`config.mk`:
```
export PLATFORM = sky130hd
export DESIGN_NAME = alu_arbiter
export DESIGN_NICKNAME = d
export VERILOG_FILES = /design/src/rtl/alu_arbiter.sv
export SDC_FILE = /design/constraint.sdc
export NUM_CORES = 1
export LEC_CHECK = 0
export BUFFER_PORTS_ARGS = -buffer_cell sky130_fd_sc_hd__buf_2
export CORE_UTILIZATION = 39
export CTS_CLUSTER_SIZE = 12
export DETAILED_ROUTE_END_ITERATION = 10
export PLACE_DENSITY = 0.82
export SLEW_MARGIN = 40
export SYNTH_ARGS = -nofsm -noshare
export SYNTH_HDL_FRONTEND = slang
export SYNTH_SLANG_ARGS = --single-unit
```
`constraint.sdc`:
```
create_clock -name clk -period 1.4 [get_ports clk]
set_clock_uncertainty 0.05 [all_clocks]
set_input_delay 0.14 -clock clk [delete_from_list [all_inputs] [get_ports clk]]
set_output_delay 0.14 -clock clk [all_outputs]
set_load 0.02 [all_outputs]
```
`src/rtl/alu_arbiter.sv`:
```
// rtl/alu_arbiter.sv - round-robin sharing of one external ALU between two requesters
// Optional opcode legality check enabled by defining ALU_ARB_OPCHECK_EN.
module alu_arbiter #(
  parameter int WIDTH = 32
) (
  input  logic             clk,
  input  logic             rst_n,
  input  logic [1:0]       req_valid,
  output logic [1:0]       req_ready,
  input  logic [3:0]       req0_ctrl,
  input  logic [3:0]       req1_ctrl,
  input  logic [WIDTH-1:0] req0_a,
  input  logic [WIDTH-1:0] req0_b,
  input  logic [WIDTH-1:0] req1_a,
  input  logic [WIDTH-1:0] req1_b,
  output logic [1:0]       rsp_valid,
  input  logic [1:0]       rsp_ready,
  output logic [WIDTH-1:0] rsp_result,
  output logic             rsp_zero,
  output logic             rsp_illegal,
  output logic [3:0]       alu_control,
  output logic [WIDTH-1:0] alu_inp1,
  output logic [WIDTH-1:0] alu_inp2,
  input  logic [WIDTH-1:0] alu_result,
  input  logic             alu_zero
);

  typedef enum logic [1:0] {IDLE, EXEC, RESP} state_t;

  state_t state, state_nxt;
  logic   ptr;
  logic   owner;
  logic   gnt;
  logic   any_req;

  // A lone requester always wins; the pointer only breaks ties.
  always_comb begin
    any_req = |req_valid;
    gnt     = ptr;
    if (req_valid == 2'b01) gnt = 1'b0;
    else if (req_valid == 2'b10) gnt = 1'b1;
  end

  always_ff @(posedge clk or negedge rst_n) begin
    if (!rst_n) state <= IDLE;
    else        state <= state_nxt;
  end

  always_comb begin
    state_nxt = state;
    case (state)
      IDLE:    if (any_req) state_nxt = EXEC;
      EXEC:    state_nxt = RESP;
      RESP:    if (rsp_ready[owner]) state_nxt = IDLE;
      default: state_nxt = IDLE;
    endcase
  end

  // rst_n gates req_ready so it reads 0 during reset even with requests pending.
  always_comb begin
    req_ready = 2'b00;
    rsp_valid = 2'b00;
    if (state == IDLE && any_req && rst_n) req_ready = {gnt, ~gnt};
    if (state == RESP) rsp_valid = {owner, ~owner};
  end

  always_ff @(posedge clk or negedge rst_n) begin
    if (!rst_n) begin
      ptr         <= 1'b0;
      owner       <= 1'b0;
      alu_control <= 4'd0;
      alu_inp1    <= '0;
      alu_inp2    <= '0;
    end else if (state == IDLE && any_req) begin
      ptr         <= ~gnt;
      owner       <= gnt;
      alu_control <= gnt ? req1_ctrl : req0_ctrl;
      alu_inp1    <= gnt ? req1_a : req0_a;
      alu_inp2    <= gnt ? req1_b : req0_b;
    end
  end

`ifdef ALU_ARB_OPCHECK_EN
  logic op_legal;

  always_comb begin
    op_legal = (alu_control == 4'b0011) || (alu_control == 4'b0001) ||
               (alu_control == 4'b0010) || (alu_control == 4'b0100);
  end

  always_ff @(posedge clk or negedge rst_n) begin
    if (!rst_n) begin
      rsp_result  <= '0;
      rsp_zero    <= 1'b0;
      rsp_illegal <= 1'b0;
    end else if (state == EXEC) begin
      rsp_result  <= op_legal ? alu_result : '0;
      rsp_zero    <= op_legal ? alu_zero : 1'b0;
      rsp_illegal <= ~op_legal;
    end
  end
`else
  always_ff @(posedge clk or negedge rst_n) begin
    if (!rst_n) begin
      rsp_result <= '0;
      rsp_zero   <= 1'b0;
    end else if (state == EXEC) begin
      rsp_result <= alu_result;
      rsp_zero   <= alu_zero;
    end
  end

  assign rsp_illegal = 1'b0;
`endif

endmodule

```
==> flow_summary.ini, run 1 <==
[run_status]
status = did not finish
failed_stage = clock tree synthesis
error = [ERROR RSZ-0060] Max buffer count reached.

[clock_network]
postCtsSetupBuffers = 2
clock-sinks = 105
cts_buffers = 9
h-tree-depth = 3
root_buffer = clkbuf_16
ctsHoldBuffers = 150
clockBufferDepth = 2
cts.repair.resized = 26

[yosys]
ys_warn_count = 0
yosysUniqueCellTypes = 18
syn_nets = 506
avgSynthCellArea_um2 = 13.7
netlist_area_mm2 = 0.00453
synth-seq-cells = 105
syn_inst = 331
ys_seq_area_frac = 0.580

[die]
io_pins = 281
die_x_um = 110
die_height_um = 110
num_rows = 38
floorplan.initialDensity = 0.409

[placed_design]
io_buffers = 279
dp_hpwl_um = 9720
dp_worst_setup_slack_ns = -0.189
gp_congestion = 0.794
synthesized netlist by cell type, drive strengths merged:
master  count  area share
dfrtp     105        0.58
a221o      68        0.15
o21a       68        0.11
mux2       34       0.085
buf        27       0.041
clkbuf      9      0.0075
nor2        5      0.0041
nand2b      4      0.0055
and2        2      0.0028
and3        2      0.0028
o21ai       2      0.0022
conb        1     0.00083
inv         1     0.00083
nand2       1     0.00083
o21bai      1      0.0017
or2         1      0.0014
cells by family after synthesis:
| kind of cell | Yosys count | synth area share |
|---|---|---|
| AOI/OAI and AO/OA | 139 | 0.267 |
| buffers and inverters | 37 | 0.0498 |
| DFF | 105 | 0.580 |
| muxes | 34 | 0.0846 |
| other | 1 | 0.000828 |
| and+or+nand+nor | 15 | 0.0174 |
metrics by stage:
stage / cell area, um2 / std cells / hold WS (ns)
2_1_floorplan: 4530 / 331 / -0.206
3_3_place_gp: 6130 / 727 / -0.0843
3_5_place_dp: 6130 / 727 / -0.0833
==> run 2: changes to the inputs <==
Settings changed: CORE_UTILIZATION 39 to 40, CTS_CLUSTER_SIZE 12 to default, PLACE_DENSITY 0.82 to default, PLACE_DENSITY_LB_ADDON from default to 0.15.
Clock period 1.4 ns to 1.8 ns, I/O delays scaled along.
==> flow_summary.ini, run 2 <==
[run_status]
status = complete, no violations

[setup_path]
required_ns = 1.57
reg2reg_to = alu_inp2[30]
cp_max_fo = 3
crit_type = flip-flop to output port
endpoint_kind = output port
ff2ff_setup_slack_ns = 0.17
cp-start-kind = flip-flop
reg2regPathDepth = 4
r2r_start = state[1]
arrival_ns = 1.47

[routing]
drtIter0Drc = 152
drt-total-wl_um = 13000
detail_route.first_pass.iterations = 4
vias = 3897
via_per_inst = 5.26
drc_errors = 0
antenna_left = 0
wl_per_cell_um = 17.5

[timing]
setup_tns_ns = 0
clock.fmax_ghz = 0.588
finalMaxSlewViolations = 0
finalHoldViolCount = 0
rsz0062_at_grt = false
tightest_slew_ns = 0.578
min_period_over_period = 0.945
finalCriticalPeriod_ns = 1.70
final-setup-viol-count = 0
slew_headroom = 0.615

[clock_network]
clock-sinks = 105
h-tree-depth = 3
clockBufferDepth = 2
root_buffer = clkbuf_16
path_clk_slew_ns = 0.07
cts_tree = done
cts_buffers = 9
worstSkewPairLatency_ns = 0.33

[yosys]
synthAdderAreaFrac = 0
synth_edf_count = 0
muxShareOfSynthArea = 0.0846
synth_top_area_frac = 0.580
yosys.area.top_type = dfrtp_1
async_reset_ff_frac = 1.00
synth-simple-area-share = 0.0174
synthTopCellsByCount = dfrtp_1 (105), a221o_1 (68), o21a_1 (68), mux2_2 (34), buf_2 (18)
synth_compound_area_frac = 0.267
yosysUniqueCellTypes = 18
synth-seq-cells = 105
synth_area_leaders = dfrtp_1 (58%), a221o_1 (15%), o21a_1 (11%)
avgSynthCellArea_um2 = 13.7
synth.most_common_cell = dfrtp_1
ys_warn_count = 0
synth_top_family_by_area = compound AO/OA/AOI/OAI gates
netlist_area_mm2 = 0.00453
ys_seq_area_frac = 0.580
syn_nets = 506
synthFlopType = dfrtp_1
syn_inst = 331
synth_xor_xnor_area_share = 0

[grt]
grt_max_degree = 106
grt_use_total = 0.219
grt_pass1_vias = 3910
grt_antenna_before_repair = 0
grt_pass1_wl_um = 19800
gr-total-overflow = 0

[die]
die_x_um = 108
core-area_mm2 = 0.0109
die_height_um = 108
floorplan.initialDensity = 0.414
dieArea_mm2 = 0.0117
num_rows = 38
io_pins = 281

[run]
drv_cap = 0

[min_path]
whs_path_depth = 2
hold_path.class = input port to flip-flop
whs_endpoint = alu_inp2[3]
min_from = req1_b[3]

[final_layout]
area_delta_synth_final_pct = 39.9
fin_nets = 771
reg_top3 = alu_inp1 (32), alu_inp2 (32), rsp_result (32)
mostFrequentLayoutCells = buf_2 (277), dfrtp_1 (105), o21a_1 (68), a221o_1 (68), mux2_2 (34)
drive_above_1_share = 0.569
final_common_cell = buf_2
antennaDiodeCount = 0
fillers = 949

[placed_design]
gp_congestion = 0.744
io_buffers = 279
dp_hpwl_um = 9080

[power]
irDropWorstVdd_uv = 1050
power_uw = 12200
p_leak_uw = 0.00321
power.density_mw_per_mm2 = 1930
## run 2: cell counts after synthesis
Identical to the previous run, type by type.
## run 2: critical path, cell delays in order, from the launching register on
cell and delay (ns):
dfrtp_1 0.38, nand2b_1 0.14, and3_4 0.20, buf_12 0.12, and2_1 0.14, buf_4 0.15
## run 2: layer usage
metal | global-route usage | up-vias | share of wire
li1 | - | 1809 | -
met1 | 0.264 | 1895 | 0.39
met2 | 0.373 | 175 | 0.51
met3 | 0.0573 | 18 | 0.073
met4 | 0.0878 | 0 | 0.019
met5 | 0 | - | 0
## run 2: cell families (layout without fill, tap and decap cells)
kind of cell / Yosys count / after routing
compound gates: 139 / 139
flops: 105 / 105
buf+inv: 37 / 307
mux: 34 / 34
simple gates: 15 / 15
other cells: 1 / 1
## run 2: final cells by class
type	instances	area, um2	area share
Tap cell	140	175	0.0277
Timing Repair Buffer	290	1560	0.247
Clock buffer	13	260	0.0411
Inverter	1	3.75	0.000593
Sequential cell	105	2630	0.415
Multi-Input combinational cell	189	1690	0.267
Clock inverter	3	15.0	0.00237
## run 2: per-stage QoR
| step | hold WS (ns) | instances | cell area [um2] | util | worst slack, ns |
|---|---|---|---|---|---|
| 3_3_place_gp | 0.304 | 723 | 6020 | 0.550 | 0.215 |
| 2_1_floorplan | -0.166 | 331 | 4530 | - | 0.341 |
| 4_1_cts | 0.00658 | 741 | 6330 | 0.579 | 0.0694 |
| 6_report | 0.0189 | 741 | 6330 | 0.579 | 0.0984 |
| 3_5_place_dp | 0.310 | 723 | 6020 | 0.550 | 0.194 |
| 5_1_grt | 0.00953 | 741 | 6330 | 0.579 | 0.0136 |
## run 2: timing repair
| action | CTS | global route |
|---|---|---|
| hold buffers | 1 | 0 |
| setup endpoints to repair | 1 | 0 |
| gates resized for setup | 6 | 0 |
| setup buffers | 1 | 0 |
| endpoints found under the hold margin | 105 | 0 |
## run 2: report_power, final
| part | internal (uW) | switching (uW) | leakage, uW |
|---|---|---|---|
| logic | 2770 | 3460 | 0.00179 |
| clock network | 1010 | 827 | 0.000139 |
| registers | 3540 | 597 | 0.00127 |
## run 2: worst max-delay path by stage
stage / startpoint / to / cells after the start
final: ptr / req_ready[1] / 5
after global placement: state[1] / alu_inp1[24] / 4
after global routing: state[1] / req_ready[1] / 5
after CTS: state[1] / req_ready[1] / 5
after floorplan: state[1] / req_ready[0] / 5
after detailed placement: state[1] / alu_inp2[29] / 4
Power figures use the tool's default switching activity.
==> run 3: changes to the inputs <==
Settings changed: CORE_AREA from default to 2 2 109 111, CORE_UTILIZATION 40 to default, DIE_AREA from default to 0 0 111 113.
==> flow_summary.ini, run 3 (synthesis results as in run 2) <==
[clock_network]
h-tree-depth = 3
path_clk_slew_ns = 0.07
root_buffer = clkbuf_16
clock-sinks = 105
cts_tree = done
worstSkewPairLatency_ns = 0.34
clockBufferDepth = 2
cts_buffers = 9

[setup_path]
r2r_start = state[1]
cp-start-kind = flip-flop
arrival_ns = 1.48
cpPeakStageDelay_ns = 0.40
required_ns = 1.57
crit_type = flip-flop to output port
crit_chain = nor2_2 > and3_4 > and2_1 > buf_2
endpoint_kind = output port
cp_max_fo = 9
cp-startpoint = state[1]
critPathSlowestCell = dfrtp_1
path_buf_inv = 1
crit_family = simple AND/OR/NAND/NOR gates

[grt]
grt_use_total = 0.216
grt_max_degree = 71
grt_pass1_vias = 4174
grt_pass1_wl_um = 21500
grt_antenna_before_repair = 0
gr-total-overflow = 0

[final_layout]
reg_top3 = alu_inp1 (32), alu_inp2 (32), rsp_result (32)
final_common_cell = buf_2
antennaDiodeCount = 0
fin_nets = 778
drive_above_1_share = 0.569
area_delta_synth_final_pct = 41.7
mostFrequentLayoutCells = buf_2 (278), dfrtp_1 (105), o21a_1 (68), a221o_1 (68), mux2_2 (34)

[timing]
clock.fmax_ghz = 0.586
finalCriticalPeriod_ns = 1.71
setup_tns_ns = 0
hold_slack_ns = 0.0122
slew_headroom = 0.613
rsz0062_at_grt = false
fin_ws_ns = 0.0926
min_period_over_period = 0.949
finalMaxSlewViolations = 0
finalHoldViolCount = 0
final-setup-viol-count = 0
tightest_slew_ns = 0.581

[routing]
detail_route.first_pass.iterations = 4
drt-total-wl_um = 13700
vias = 4034
wl_per_cell_um = 18.3
via_per_inst = 5.39
drtIter0Drc = 218
antenna_left = 0
drc_errors = 0

[power]
irDropWorstVdd_uv = 944
p_leak_uw = 0.00324
power.density_mw_per_mm2 = 1920

[die]
floorplan.initialDensity = 0.402
dieArea_mm2 = 0.0125
num_rows = 39
die_x_um = 111
io_pins = 281
die_height_um = 113
core-area_mm2 = 0.0113

[min_path]
hold_path.class = input port to flip-flop
min_from = req1_a[29]

[run_status]
status = complete, no violations

[run]
drv_cap = 0

[placed_design]
dp_worst_setup_slack_ns = 0.188
io_buffers = 279
gp_congestion = 0.779
dp_hpwl_um = 9460
run 3: changes by cell type in the layout (fill, tap and decap cells not counted):
cell / before / now
and3_2: 1 / 0
and3_4: 1 / 2
buf_12: 6 / 5
buf_2: 277 / 278
buf_4: 6 / 8
bufbuf_16: 0 / 2
clkbuf_1: 2 / 1
clkbuf_8: 2 / 0
clkinvlp_4: 0 / 1
dlygate4sd3_1: 1 / 4
run 3: power breakdown:
group	switching, uW	internal [uW]	leakage, uW
registers	594	3540	0.00127
clock network	827	916	0.000124
logic	3510	2890	0.00184
run 3: repair_timing:
action,4_1_cts,5_1_grt
pin swaps,1,0
hold buffers,4,0
endpoints found under the setup margin,2,1
buffers inserted,1,1
resized for setup,3,0
cloned,2,0
endpoints found under the hold margin,67,0
run 3: final timing paths:
path                       cells after the start  slack [ns]        endpoint
max                                            4        0.09    req_ready[1]
min                                            2        0.01    alu_inp1[29]
max reg2reg                                    4        0.17    alu_inp2[27]
min reg2reg                                    1        0.45  rsp_result[21]
max in group asynchronous                      3        0.77  rsp_result[10]
min in group asynchronous                      2        0.18    alu_inp2[14]
run 3: per-layer routing:
| layer | GRT usage | share of wire | routed length (um) | vias up |
|---|---|---|---|---|
| li1 | - | - | - | 1825 |
| met1 | 0.257 | 0.40 | 5440 | 2005 |
| met2 | 0.385 | 0.51 | 7000 | 181 |
| met3 | 0.0509 | 0.072 | 990 | 23 |
| met4 | 0.0767 | 0.023 | 310 | 0 |
| met5 | 0 | 0 | 0 | - |
run 3: stage by stage:
stage | instances | util | total power [uW] | area [um2]
floorplan | 331 | - | 8480 | 4530
global placement | 727 | 0.535 | 10300 | 6030
detailed placement | 727 | 0.535 | 10400 | 6030
CTS | 748 | 0.568 | 12400 | 6400
global route | 749 | 0.569 | 13000 | 6410
finish | 749 | 0.569 | 12300 | 6410
run 3: final cells by class:
class                   count  area (um2)
well taps                 143         179
fillers                   984        4860
multi-input cells         189        1690
clock buffers              10         229
inverters                   1        3.75
repair buffers            297        1660
flip-flops and latches    105        2630
clock inverters             4        22.5
==> run 4: changes to the inputs <==
Settings changed: ABC_AREA from default to 1.
==> flow_summary.ini, run 4 <==
[run_status]
status = complete, no violations

[routing]
vias = 5424
drtIter0Drc = 598
drc_errors = 0
via_per_inst = 5.61
antenna_left = 0
detail_route.first_pass.iterations = 5
wl_per_cell_um = 16.5
drt-total-wl_um = 16000

[yosys]
syn_inst = 566
yosysUniqueCellTypes = 16
synthFlopType = dfrtp_1
avgSynthCellArea_um2 = 8.78
synth_area_leaders = dfrtp_1 (53%), nand4_1 (17%), nand2_1 (11%)
synth.most_common_cell = nand2_1
synth_edf_count = 0
netlist_area_mm2 = 0.00497
async_reset_ff_frac = 1.00
ys_seq_area_frac = 0.529
synthTopCellsByCount = nand2_1 (141), nand4_1 (136), dfrtp_1 (105), nand3_1 (104), buf_4 (20)
syn_nets = 741
ys_warn_count = 0
synth-seq-cells = 105
yosys.area.top_type = dfrtp_1
synth_top_area_frac = 0.529

[die]
floorplan.initialDensity = 0.441
io_pins = 281
dieArea_mm2 = 0.0125
die_x_um = 111
core-area_mm2 = 0.0113
num_rows = 39
die_height_um = 113

[grt]
grt_antenna_before_repair = 0
grt_pass1_wl_um = 25300
grt_use_total = 0.248
grt_pass1_vias = 5085
grt_max_degree = 106
gr-total-overflow = 0

[placed_design]
dpl_cell_area_mm2 = 0.00642
dp_hpwl_um = 11100
gp_congestion = 0.856
dp_worst_setup_slack_ns = 0.384
io_buffers = 279

[setup_path]
cpPeakStageDelay_ns = 0.48
cp_max_fo = 26
crit_chain = buf_8 > nor2_2 > inv_1 > nor2_1 > buf_2
required_ns = 1.57
arrival_ns = 1.44
endpoint_kind = output port
cp-start-kind = flip-flop
crit_type = flip-flop to output port
reg2regPathDepth = 5
critPathSlowestCell = dfrtp_2

[final_layout]
multi_input_area_mm2 = 0.00198
mostFrequentLayoutCells = buf_2 (278), nand2_1 (141), nand4_1 (136)
regArea_mm2 = 0.00263
fin_nets = 993
antennaDiodeCount = 0
final_common_cell = buf_2
area_delta_synth_final_pct = 36.8
fillers = 995
reg_top3 = alu_inp1 (32), alu_inp2 (32), rsp_result (32)
utilization = 0.603
drive_above_1_share = 0.399
design_area_mm2 = 0.00680

[clock_network]
h-tree-depth = 3
root_buffer = clkbuf_16
cts_buffers = 9
clockBufferDepth = 2
cts_tree = done
clock-sinks = 105
worstSkewPairLatency_ns = 0.34
path_clk_slew_ns = 0.07

[power]
irDropWorstVdd_uv = 807
p_leak_uw = 0.00366
power.density_mw_per_mm2 = 1890

[timing]
rsz0062_at_grt = false
finalMaxSlewViolations = 0
tightest_slew_ns = 0.585
finalCriticalPeriod_ns = 1.67
finalHoldViolCount = 0
min_period_over_period = 0.929
slew_headroom = 0.610
fin_ws_ns = 0.127
clock.fmax_ghz = 0.598
final-setup-viol-count = 0
setup_tns_ns = 0

[min_path]
whs_path_depth = 3
hold_path.class = input port to flip-flop

[run]
drv_cap = 0
## run 4: changes by cell type after synthesis, moves of 9 or more
cell	before	now
a221o_1	68	0
buf_4	1	20
mux2_2	34	0
nand3_1	0	104
nand4_1	0	136
o21a_1	68	0
nand2_1	1	141
clkbuf_1	9	18
## run 4: power breakdown
part / internal, uW / total [uW] / switching [uW] / leakage [uW]
logic: 2240 / 6600 / 4360 / 0.00221
registers: 3530 / 4180 / 658 / 0.00129
clock network: 1190 / 2060 / 867 / 0.000151
total: 6960 / 12800 / 5890 / 0.00366
## run 4: what timing repair did
item | CTS | global route
hold buffers | 1 | 0
buffers inserted | 0 | 5
setup endpoints to repair | 0 | 4
resized for setup | 0 | 4
endpoints found under the hold margin | 105 | 0
## run 4: through the flow
stage,cells,hold WS [ns],power (uW)
final,966,0.0146,12800
after global routing,966,0.0167,13700
after CTS,961,0.00745,12800
after detailed placement,944,0.278,10700
after global placement,944,0.273,10600
after floorplan,566,-0.166,8550
## run 4: logic make-up (layout without fill, tap and decap cells)
kind of cell / Yosys count / after routing / share of synthesized area
buffers and inverters: 69 / 326 / 0.0730
AOI/OAI and AO/OA: 1 / 1 / 0.00327
other: 1 / 1 / 0.000755
DFF: 105 / 105 / 0.529
and+or+nand+nor: 390 / 390 / 0.394
## run 4: path summary, 6_finish.rpt
check	from	to	slack [ns]
worst min register to register	rsp_result[15]	rsp_result[15]	0.42
worst max register to register	state[0]	alu_inp2[27]	0.34
worst min-delay path	alu_result[8]	rsp_result[8]	0.01
min in group asynchronous	rst_n	alu_inp1[14]	0.42
max in group asynchronous	rst_n	alu_inp1[0]	0.81
worst max-delay path	state[0]	rsp_valid[0]	0.13
## run 4: worst max-delay path, delay by kind of cell, from the launching register on
kind	cells	cell delay [ns]
and+or+nand+nor	2	0.20
buffers and inverters	3	0.41
DFF	1	0.48
## run 4: cell type report
cell class	count	area share
Timing Repair Buffer	304	0.246
Tap cell	143	0.0263
Inverter	6	0.00331
Sequential cell	105	0.387
Clock inverter	4	0.00736
Clock buffer	12	0.0392
Multi-Input combinational cell	392	0.291
## run 4: layer usage
layer / GRT usage / vias to the layer above / wire [um]
met5: 0 / - / 0
met4: 0.104 / 0 / 399
met3: 0.0498 / 27 / 1340
met2: 0.418 / 298 / 7870
met1: 0.315 / 2574 / 6380
li1: - / 2525 / -
